[src/rtl/mem_access_ctrl_pkg.sv]
// Shared opcodes, bus size codes and FSM state type for the M-stage load/store unit.
// Opcode values match the mycpu EXE_*_OP encoding.
package mem_access_ctrl_pkg;

    localparam logic [7:0] EXE_LB_OP  = 8'b0010_0000;
    localparam logic [7:0] EXE_LH_OP  = 8'b0010_0001;
    localparam logic [7:0] EXE_LWL_OP = 8'b0010_0010;
    localparam logic [7:0] EXE_LW_OP  = 8'b0010_0011;
    localparam logic [7:0] EXE_LBU_OP = 8'b0010_0100;
    localparam logic [7:0] EXE_LHU_OP = 8'b0010_0101;
    localparam logic [7:0] EXE_LWR_OP = 8'b0010_0110;
    localparam logic [7:0] EXE_SB_OP  = 8'b0010_1000;
    localparam logic [7:0] EXE_SH_OP  = 8'b0010_1001;
    localparam logic [7:0] EXE_SWL_OP = 8'b0010_1010;
    localparam logic [7:0] EXE_SW_OP  = 8'b0010_1011;
    localparam logic [7:0] EXE_SWR_OP = 8'b0010_1110;

    localparam logic [1:0] MEMSZ_BYTE = 2'd0;
    localparam logic [1:0] MEMSZ_HALF = 2'd1;
    localparam logic [1:0] MEMSZ_WORD = 2'd2;

    typedef enum logic [2:0] {
        ST_IDLE  = 3'd0,
        ST_REQ   = 3'd1,
        ST_WAIT  = 3'd2,
        ST_DONE  = 3'd3,
        ST_DRAIN = 3'd4
    } state_e;

    // Unaligned-word ops always go out on a word-aligned bus address.
    function automatic logic is_lr_op(input logic [7:0] op);
        return (op == EXE_LWL_OP) || (op == EXE_LWR_OP) ||
               (op == EXE_SWL_OP) || (op == EXE_SWR_OP);
    endfunction

endpackage

[src/rtl/mem_lane_fmt.sv]
// Combinational lane formatting: store strobes/data and size from the live M-stage op,
// load result from the latched op and bus read data, plus address-error detection.
module mem_lane_fmt #(
    parameter int DATA_W = 32,
    parameter int LANES  = DATA_W / 8,
    parameter int OFF_W  = $clog2(DATA_W / 8)
) (
    input  logic [7:0]        m_op,
    input  logic [OFF_W-1:0]  m_off,
    input  logic [31:0]       m_rt,
    input  logic              m_memwrite,
    input  logic              m_memtoreg,
    input  logic [7:0]        q_op,
    input  logic [OFF_W-1:0]  q_off,
    input  logic [31:0]       q_rt,
    input  logic [DATA_W-1:0] rdata,
    output logic [LANES-1:0]  strb,
    output logic [DATA_W-1:0] wdata,
    output logic [1:0]        size,
    output logic [31:0]       ld_result,
    output logic              adel,
    output logic              ades
);
    import mem_access_ctrl_pkg::*;

    localparam int WORDS = DATA_W / 32;

    logic [31:0]      mw;
    logic [OFF_W-1:0] st_base;

    // st_base is the byte-lane index of the addressed word (4*w).
    generate
        if (WORDS > 1) begin : g_wide
            assign mw      = rdata[{q_off[OFF_W-1:2], 5'd0} +: 32];
            assign st_base = {m_off[OFF_W-1:2], 2'b00};
        end else begin : g_narrow
            assign mw      = rdata;
            assign st_base = '0;
        end
    endgenerate

    logic [1:0]  sb;
    logic [3:0]  nib;
    logic [31:0] word;

    always_comb begin
        sb   = m_off[1:0];
        nib  = 4'h0;
        word = m_rt;
        strb = '0;
        size = MEMSZ_WORD;
        case (m_op)
            EXE_LB_OP, EXE_LBU_OP: size = MEMSZ_BYTE;
            EXE_LH_OP, EXE_LHU_OP: size = MEMSZ_HALF;
            EXE_SB_OP: begin
                size = MEMSZ_BYTE;
                word = {4{m_rt[7:0]}};
                strb = LANES'(1) << m_off;
            end
            EXE_SH_OP: begin
                size = MEMSZ_HALF;
                word = {2{m_rt[15:0]}};
                strb = LANES'(3) << m_off;
            end
            EXE_SW_OP:  nib = 4'hF;
            EXE_SWL_OP: begin
                nib  = 4'hF >> (2'd3 - sb);
                word = m_rt >> {2'd3 - sb, 3'b000};
            end
            EXE_SWR_OP: begin
                nib  = 4'hF << sb;
                word = m_rt << {sb, 3'b000};
            end
            default: ;
        endcase
        strb  = strb | (LANES'(nib) << st_base);
        wdata = {WORDS{word}};
    end

    logic [1:0]  lb;
    logic [7:0]  byte_v;
    logic [15:0] half_v;
    logic [4:0]  shl;
    logic [4:0]  shr;

    always_comb begin
        lb     = q_off[1:0];
        byte_v = mw[{lb, 3'b000} +: 8];
        half_v = mw[{lb[1], 4'b0000} +: 16];
        shl    = {2'd3 - lb, 3'b000};
        shr    = {lb, 3'b000};
        case (q_op)
            EXE_LB_OP:  ld_result = {{24{byte_v[7]}}, byte_v};
            EXE_LBU_OP: ld_result = {24'h0, byte_v};
            EXE_LH_OP:  ld_result = {{16{half_v[15]}}, half_v};
            EXE_LHU_OP: ld_result = {16'h0, half_v};
            EXE_LWL_OP: ld_result = (mw << shl) | (q_rt & ~(32'hFFFF_FFFF << shl));
            EXE_LWR_OP: ld_result = (mw >> shr) | (q_rt & ~(32'hFFFF_FFFF >> shr));
            default:    ld_result = mw;
        endcase
    end

    assign adel = m_memtoreg &
                  ((((m_op == EXE_LH_OP) || (m_op == EXE_LHU_OP)) && m_off[0]) ||
                   ((m_op == EXE_LW_OP) && (m_off[1:0] != 2'b00)));
    assign ades = m_memwrite &
                  (((m_op == EXE_SH_OP) && m_off[0]) ||
                   ((m_op == EXE_SW_OP) && (m_off[1:0] != 2'b00)));

endmodule

[src/rtl/mem_access_ctrl.sv]
// M-stage load/store controller: one outstanding access on a split addr/data bus,
// stalls the pipeline until completion and drains orphaned responses after a flush.
module mem_access_ctrl #(
    parameter int DATA_W = 32,
    parameter int ADDR_W = 32
) (
    input  logic                clk,
    input  logic                resetn,
    input  logic [7:0]          alucontrolM,
    input  logic [31:0]         aluoutM,
    input  logic [31:0]         writedataM,
    input  logic                memwriteM,
    input  logic                memtoregM,
    input  logic                flushM,
    output logic                stallM,
    output logic [31:0]         readdataM,
    output logic                resp_validM,
    output logic                adelM,
    output logic                adesM,
    output logic                data_req,
    output logic                data_wr,
    output logic [1:0]          data_size,
    output logic [ADDR_W-1:0]   data_addr,
    output logic [DATA_W/8-1:0] data_wstrb,
    output logic [DATA_W-1:0]   data_wdata,
    input  logic                data_addr_ok,
    input  logic                data_data_ok,
    input  logic [DATA_W-1:0]   data_rdata
);
    import mem_access_ctrl_pkg::*;

    localparam int LANES = DATA_W / 8;
    localparam int OFF_W = $clog2(LANES);

    state_e              state_q, state_d;
    logic [7:0]          op_q, op_d;
    logic [31:0]         rt_q, rt_d;
    logic [OFF_W-1:0]    off_q, off_d;
    logic [ADDR_W-1:0]   addr_q, addr_d;
    logic                wr_q, wr_d;
    logic [1:0]          size_q, size_d;
    logic [LANES-1:0]    strb_q, strb_d;
    logic [DATA_W-1:0]   wdata_q, wdata_d;
    logic [31:0]         rdata_q, rdata_d;

    logic [LANES-1:0]    f_strb;
    logic [DATA_W-1:0]   f_wdata;
    logic [1:0]          f_size;
    logic [31:0]         f_ld;
    logic                mem_op;
    logic                start;

    mem_lane_fmt #(.DATA_W(DATA_W)) u_fmt (
        .m_op       (alucontrolM),
        .m_off      (aluoutM[OFF_W-1:0]),
        .m_rt       (writedataM),
        .m_memwrite (memwriteM),
        .m_memtoreg (memtoregM),
        .q_op       (op_q),
        .q_off      (off_q),
        .q_rt       (rt_q),
        .rdata      (data_rdata),
        .strb       (f_strb),
        .wdata      (f_wdata),
        .size       (f_size),
        .ld_result  (f_ld),
        .adel       (adelM),
        .ades       (adesM)
    );

    always_comb begin
        mem_op      = memwriteM | memtoregM;
        start       = resetn & mem_op & ~adelM & ~adesM & ~flushM;
        state_d     = state_q;
        op_d        = op_q;
        rt_d        = rt_q;
        off_d       = off_q;
        addr_d      = addr_q;
        wr_d        = wr_q;
        size_d      = size_q;
        strb_d      = strb_q;
        wdata_d     = wdata_q;
        rdata_d     = rdata_q;
        stallM      = 1'b0;
        resp_validM = 1'b0;
        data_req    = 1'b0;
        case (state_q)
            ST_IDLE: begin
                if (start) begin
                    stallM  = 1'b1;
                    state_d = ST_REQ;
                    op_d    = alucontrolM;
                    rt_d    = writedataM;
                    off_d   = aluoutM[OFF_W-1:0];
                    addr_d  = {aluoutM[ADDR_W-1:2], is_lr_op(alucontrolM) ? 2'b00 : aluoutM[1:0]};
                    wr_d    = memwriteM;
                    size_d  = f_size;
                    strb_d  = memwriteM ? f_strb : '0;
                    wdata_d = memwriteM ? f_wdata : '0;
                end
            end
            ST_REQ: begin
                stallM   = 1'b1;
                data_req = 1'b1;
                if (data_addr_ok)
                    state_d = flushM ? ST_DRAIN : ST_WAIT;
                else if (flushM)
                    state_d = ST_IDLE;
            end
            ST_WAIT: begin
                stallM = 1'b1;
                if (data_data_ok) begin
                    // A flushed access still consumed its response, so nothing is left to drain.
                    state_d = flushM ? ST_IDLE : ST_DONE;
                    if (!flushM && !wr_q)
                        rdata_d = f_ld;
                end else if (flushM) begin
                    state_d = ST_DRAIN;
                end
            end
            ST_DONE: begin
                resp_validM = 1'b1;
                state_d     = ST_IDLE;
            end
            ST_DRAIN: begin
                stallM = mem_op;
                if (data_data_ok)
                    state_d = ST_IDLE;
            end
            default: state_d = ST_IDLE;
        endcase
    end

    always_ff @(posedge clk or negedge resetn) begin
        if (!resetn) begin
            state_q <= ST_IDLE;
            op_q    <= '0;
            rt_q    <= '0;
            off_q   <= '0;
            addr_q  <= '0;
            wr_q    <= 1'b0;
            size_q  <= '0;
            strb_q  <= '0;
            wdata_q <= '0;
            rdata_q <= '0;
        end else begin
            state_q <= state_d;
            op_q    <= op_d;
            rt_q    <= rt_d;
            off_q   <= off_d;
            addr_q  <= addr_d;
            wr_q    <= wr_d;
            size_q  <= size_d;
            strb_q  <= strb_d;
            wdata_q <= wdata_d;
            rdata_q <= rdata_d;
        end
    end

    assign data_wr    = wr_q & (state_q == ST_REQ);
    assign data_size  = size_q;
    assign data_addr  = addr_q;
    assign data_wstrb = strb_q;
    assign data_wdata = wdata_q;
    assign readdataM  = rdata_q;

endmodule

[config.mk]
export PLATFORM = sky130hd
export DESIGN_NAME = mem_access_ctrl
export DESIGN_NICKNAME = d
export VERILOG_FILES = /design/src/rtl/mem_access_ctrl_pkg.sv /design/src/rtl/mem_lane_fmt.sv /design/src/rtl/mem_access_ctrl.sv
export SDC_FILE = /design/constraint.sdc
export NUM_CORES = 1
export LEC_CHECK = 0
export CAP_MARGIN = 20
export CORE_MARGIN = 5
export CORE_UTILIZATION = 35
export CTS_BUF_LIST = sky130_fd_sc_hd__clkbuf_8
export DETAILED_ROUTE_END_ITERATION = 10
export GPL_ROUTABILITY_DRIVEN = 0
export PLACE_DENSITY_LB_ADDON = 0.05
export SLEW_MARGIN = 20
export SYNTH_ARGS = -nofsm -noshare
export SYNTH_HDL_FRONTEND = slang
export SYNTH_SLANG_ARGS = --single-unit
[constraint.sdc]
create_clock -name clk -period 5.19 [get_ports clk]
set_input_delay 1.557 -clock clk [delete_from_list [all_inputs] [get_ports clk]]
set_output_delay 1.557 -clock clk [all_outputs]
set_load 0.005 [all_outputs]
==> metrics <==
status completed; H-tree lvl count 4; CP Capture Type output port; Worst Clk Skew about 0.025 ns; Core ar. 25,800 µm²; Hold Crit Class reg2reg; Site Rows 59; # fillers 2,479; Synth Area per Inst 9.87 µm²; relative slew slack 28.0%; Clock Pin Slew Worst Setup and Hold Paths 0.08 ns; Final Util ~46%; Area Overhead vs Synth 31.7%; Skew-Pair Late Insertion Delay 0.46 ns; share of cells above drive strength 1 10.5%; die width ~170 µm; Placed Area between 10,000 and 15,000 µm²; unrepaired setup endpoints after global routing false; CP Launch Type primary input; total track usage between 20 and 25%; routed wire length between 30 and 40 mm; Max VDD drop roughly 0.14 mV; boundary pin count between 200 and 250; kind of critical path in2out; origin of the critical flop-to-flop path op_q[4]$_DFFE_PN0P_; effective utilization at floorplan a little over a third; WHS Path Cells 1; worst slack, placed 0.0113 ns; sequential share of the synthesized area between 40% and 50%; Worst EP arrival between 3 and 4 ns; Iter 0 DRT Violations ~700; vias per cell about 5.6; Root Driver clkbuf_8; Num CTS Buffers 17; Die ar. between 20,000 and 30,000 µm²; #FFs+latches synth 148; synth unique cells 72; P per Cell Area between 300 and 400 nW/µm²; GRT overflow 0; reg2reg end readdataM[11]$_DFFE_PN0P_; ANT cells 0; DRT antenna net count 0; Final HPWL DP roughly 23 mm; setup slack after layout 0.222 ns; Pins Over Slew Limit 0; DRC 0; ys flop type dfrtp_1; max_cap viols 0; global-route wire length before repair about 50 mm; Warnings, synthesis 0; CTS Buffer Depth 2; cell leakage power 4.74 nW; Setup Buffers After CTS 0; Post-Layout Inst Area 12,000 µm²; FMAX 201 MHz; Worst Path Required approximately 3.6 ns; Worst Path Max Fanout 4; TritonCTS clock tree yes; Mapped Area about 9100 µm²; fin crit share 95.7%; Net Count, Synth around 1,000; cells after synthesis 921; Final Hold Viols 0; reg-to-reg setup timing slack around 2.4 ns; mean routed wirelength per cell approximately 22 µm; Setup TNS 0 ns; Worst Hold Launch data_addr[5]$_DFFE_PN0P_; drt pass-1 iters 6; ys async rst share 100%; end of the worst hold path data_addr[5]$_DFFE_PN0P_; final setup vio count 0; Tmin final ~5.0 ns; Post-synth EDFFs 0; Worst-Margin Slew ~1.1 ns; Worst Reg-to-Reg Cells 5; # port buffers ~220; vias after detailed routing between 8,000 and 9,000; number of global-route vias before repair 8,205; CTS Sinks ~150; largest net degree at the start of global routing ~150; initial antenna violation count 0; height of the die ~170 µm; Final nets 1,216
[state kept, by name, indices dropped and copies added, names as in the netlist]
| name | cells |
|---|---|
| state_q | 3 |
| data_wdata | 32 |
| off_q | 2 |
| rt_q | 32 |
| op_q | 8 |
| data_addr | 32 |
| readdataM | 32 |
| data_size | 2 |
| wr_q | 1 |
| data_wstrb | 4 |
[critical path: stages]
cell             delay (ns)
clkdlybuf4s50_1        0.50
nor4b_4                0.27
buf_4                  0.20
nand4b_1               0.12
buf_4                  0.17
nor2_1                 0.08
clkdlybuf4s50_1        0.50
[worst max-delay path by stage]
stage	start	to	slack, ns	depth (start not counted)
after floorplan	alucontrolM[3]	stallM	1.03	6
after global placement	alucontrolM[4]	stallM	0.02	8
after detailed placement	alucontrolM[4]	stallM	0.01	8
after CTS	alucontrolM[4]	stallM	0.001	8
after global routing	alucontrolM[5]	adelM	0.16	7
final	alucontrolM[5]	adelM	0.22	7
[power breakdown]
group          switching [W]  internal, W
combinational       0.000747     0.000998
clock               0.000516     0.000412
sequential          0.000275      0.00153
[synth_stat cells (7+ instances only)]
cell type,instances,area [µm²]
a41oi_1,7,61.3
a31oi_1,32,200
mux2_1,80,901
o21ai_0,74,370
dfrtp_1,148,3700
a221o_1,8,80.1
nand2b_1,10,62.6
nor2b_1,8,50.1
o2bb2ai_1,18,158
a221oi_1,11,96.3
a211oi_1,10,75.1
nor2_1,57,214
buf_2,33,165
o22ai_1,28,175
nand2_1,71,267
a22oi_1,11,82.6
nand3_1,25,125
o211ai_1,16,120
o21ai_1,7,35.0
buf_1,8,30.0
nor3_1,8,40.0
a21oi_1,25,125
mux2_2,35,394
nand3b_1,9,67.6
clkbuf_1,35,131
mux2i_1,62,621
[metal layers]
metal	vias to the layer above	wire length, µm	track usage [%]
met5	-	0	0
met4	0	400	4.86
met3	28	1770	3.67
met2	278	14900	34.1
met1	3997	15300	32.2
li1	3854	-	-
[kinds of logic (layout without fill, tap and decap cells)]
| family | Yosys count | in the layout | synth area share, % |
|---|---|---|---|
| and+or+nand+nor | 227 | 227 | 12.7 |
| AOI/OAI and AO/OA | 283 | 283 | 21.1 |
| buffers and inverters | 84 | 281 | 4.01 |
| DFF | 148 | 148 | 40.7 |
| xor gates and xnor gates | 1 | 1 | 0.0964 |
| muxes | 178 | 178 | 21.3 |
[layout by cell type, fill, tap and decap left out, drive strengths merged, types with 9 or more instances in the layout]
master / n
nand3b: 9
o22ai: 28
o2bb2ai: 18
nor2: 58
dfrtp: 148
o211ai: 16
nand2b: 10
inv: 11
a211oi: 11
a22oi: 11
o21ai: 81
nand2: 72
clkdlybuf4s50: 211
nand3: 25
mux2: 115
buf: 28
a31oi: 32
a21oi: 27
a221oi: 11
mux2i: 62
clkbuf: 19
[area by class of cell]
| cell class | count | area, µm² | share of cell area, % |
|---|---|---|---|
| clock buffers | 19 | 262 | 2.19 |
| clock inverters | 13 | 124 | 1.04 |
| inverters | 6 | 22.5 | 0.188 |
| multi-input cells | 689 | 5030 | 42.1 |
| flip-flops and latches | 148 | 3710 | 31.0 |
| well taps | 335 | 419 | 3.50 |
| repair buffers | 243 | 2400 | 20.1 |
[through the flow]
stage / hold slack [ns] / instances / total power [W]
after CTS: 0.495 / 1452 / 0.00452
after global placement: 0.467 / 1420 / 0.00356
after global routing: 0.509 / 1453 / 0.00477
final: 0.489 / 1453 / 0.00447
after floorplan: 0.452 / 921 / 0.00263
after detailed placement: 0.473 / 1420 / 0.00359
[repair_timing]
item                                   CTS  global route
setup endpoints to repair                0             1
endpoints found under the hold margin    0             0
resized for setup                        0             4
hold buffers                             0             0
Note: power is estimated with default switching activity, not from simulation.
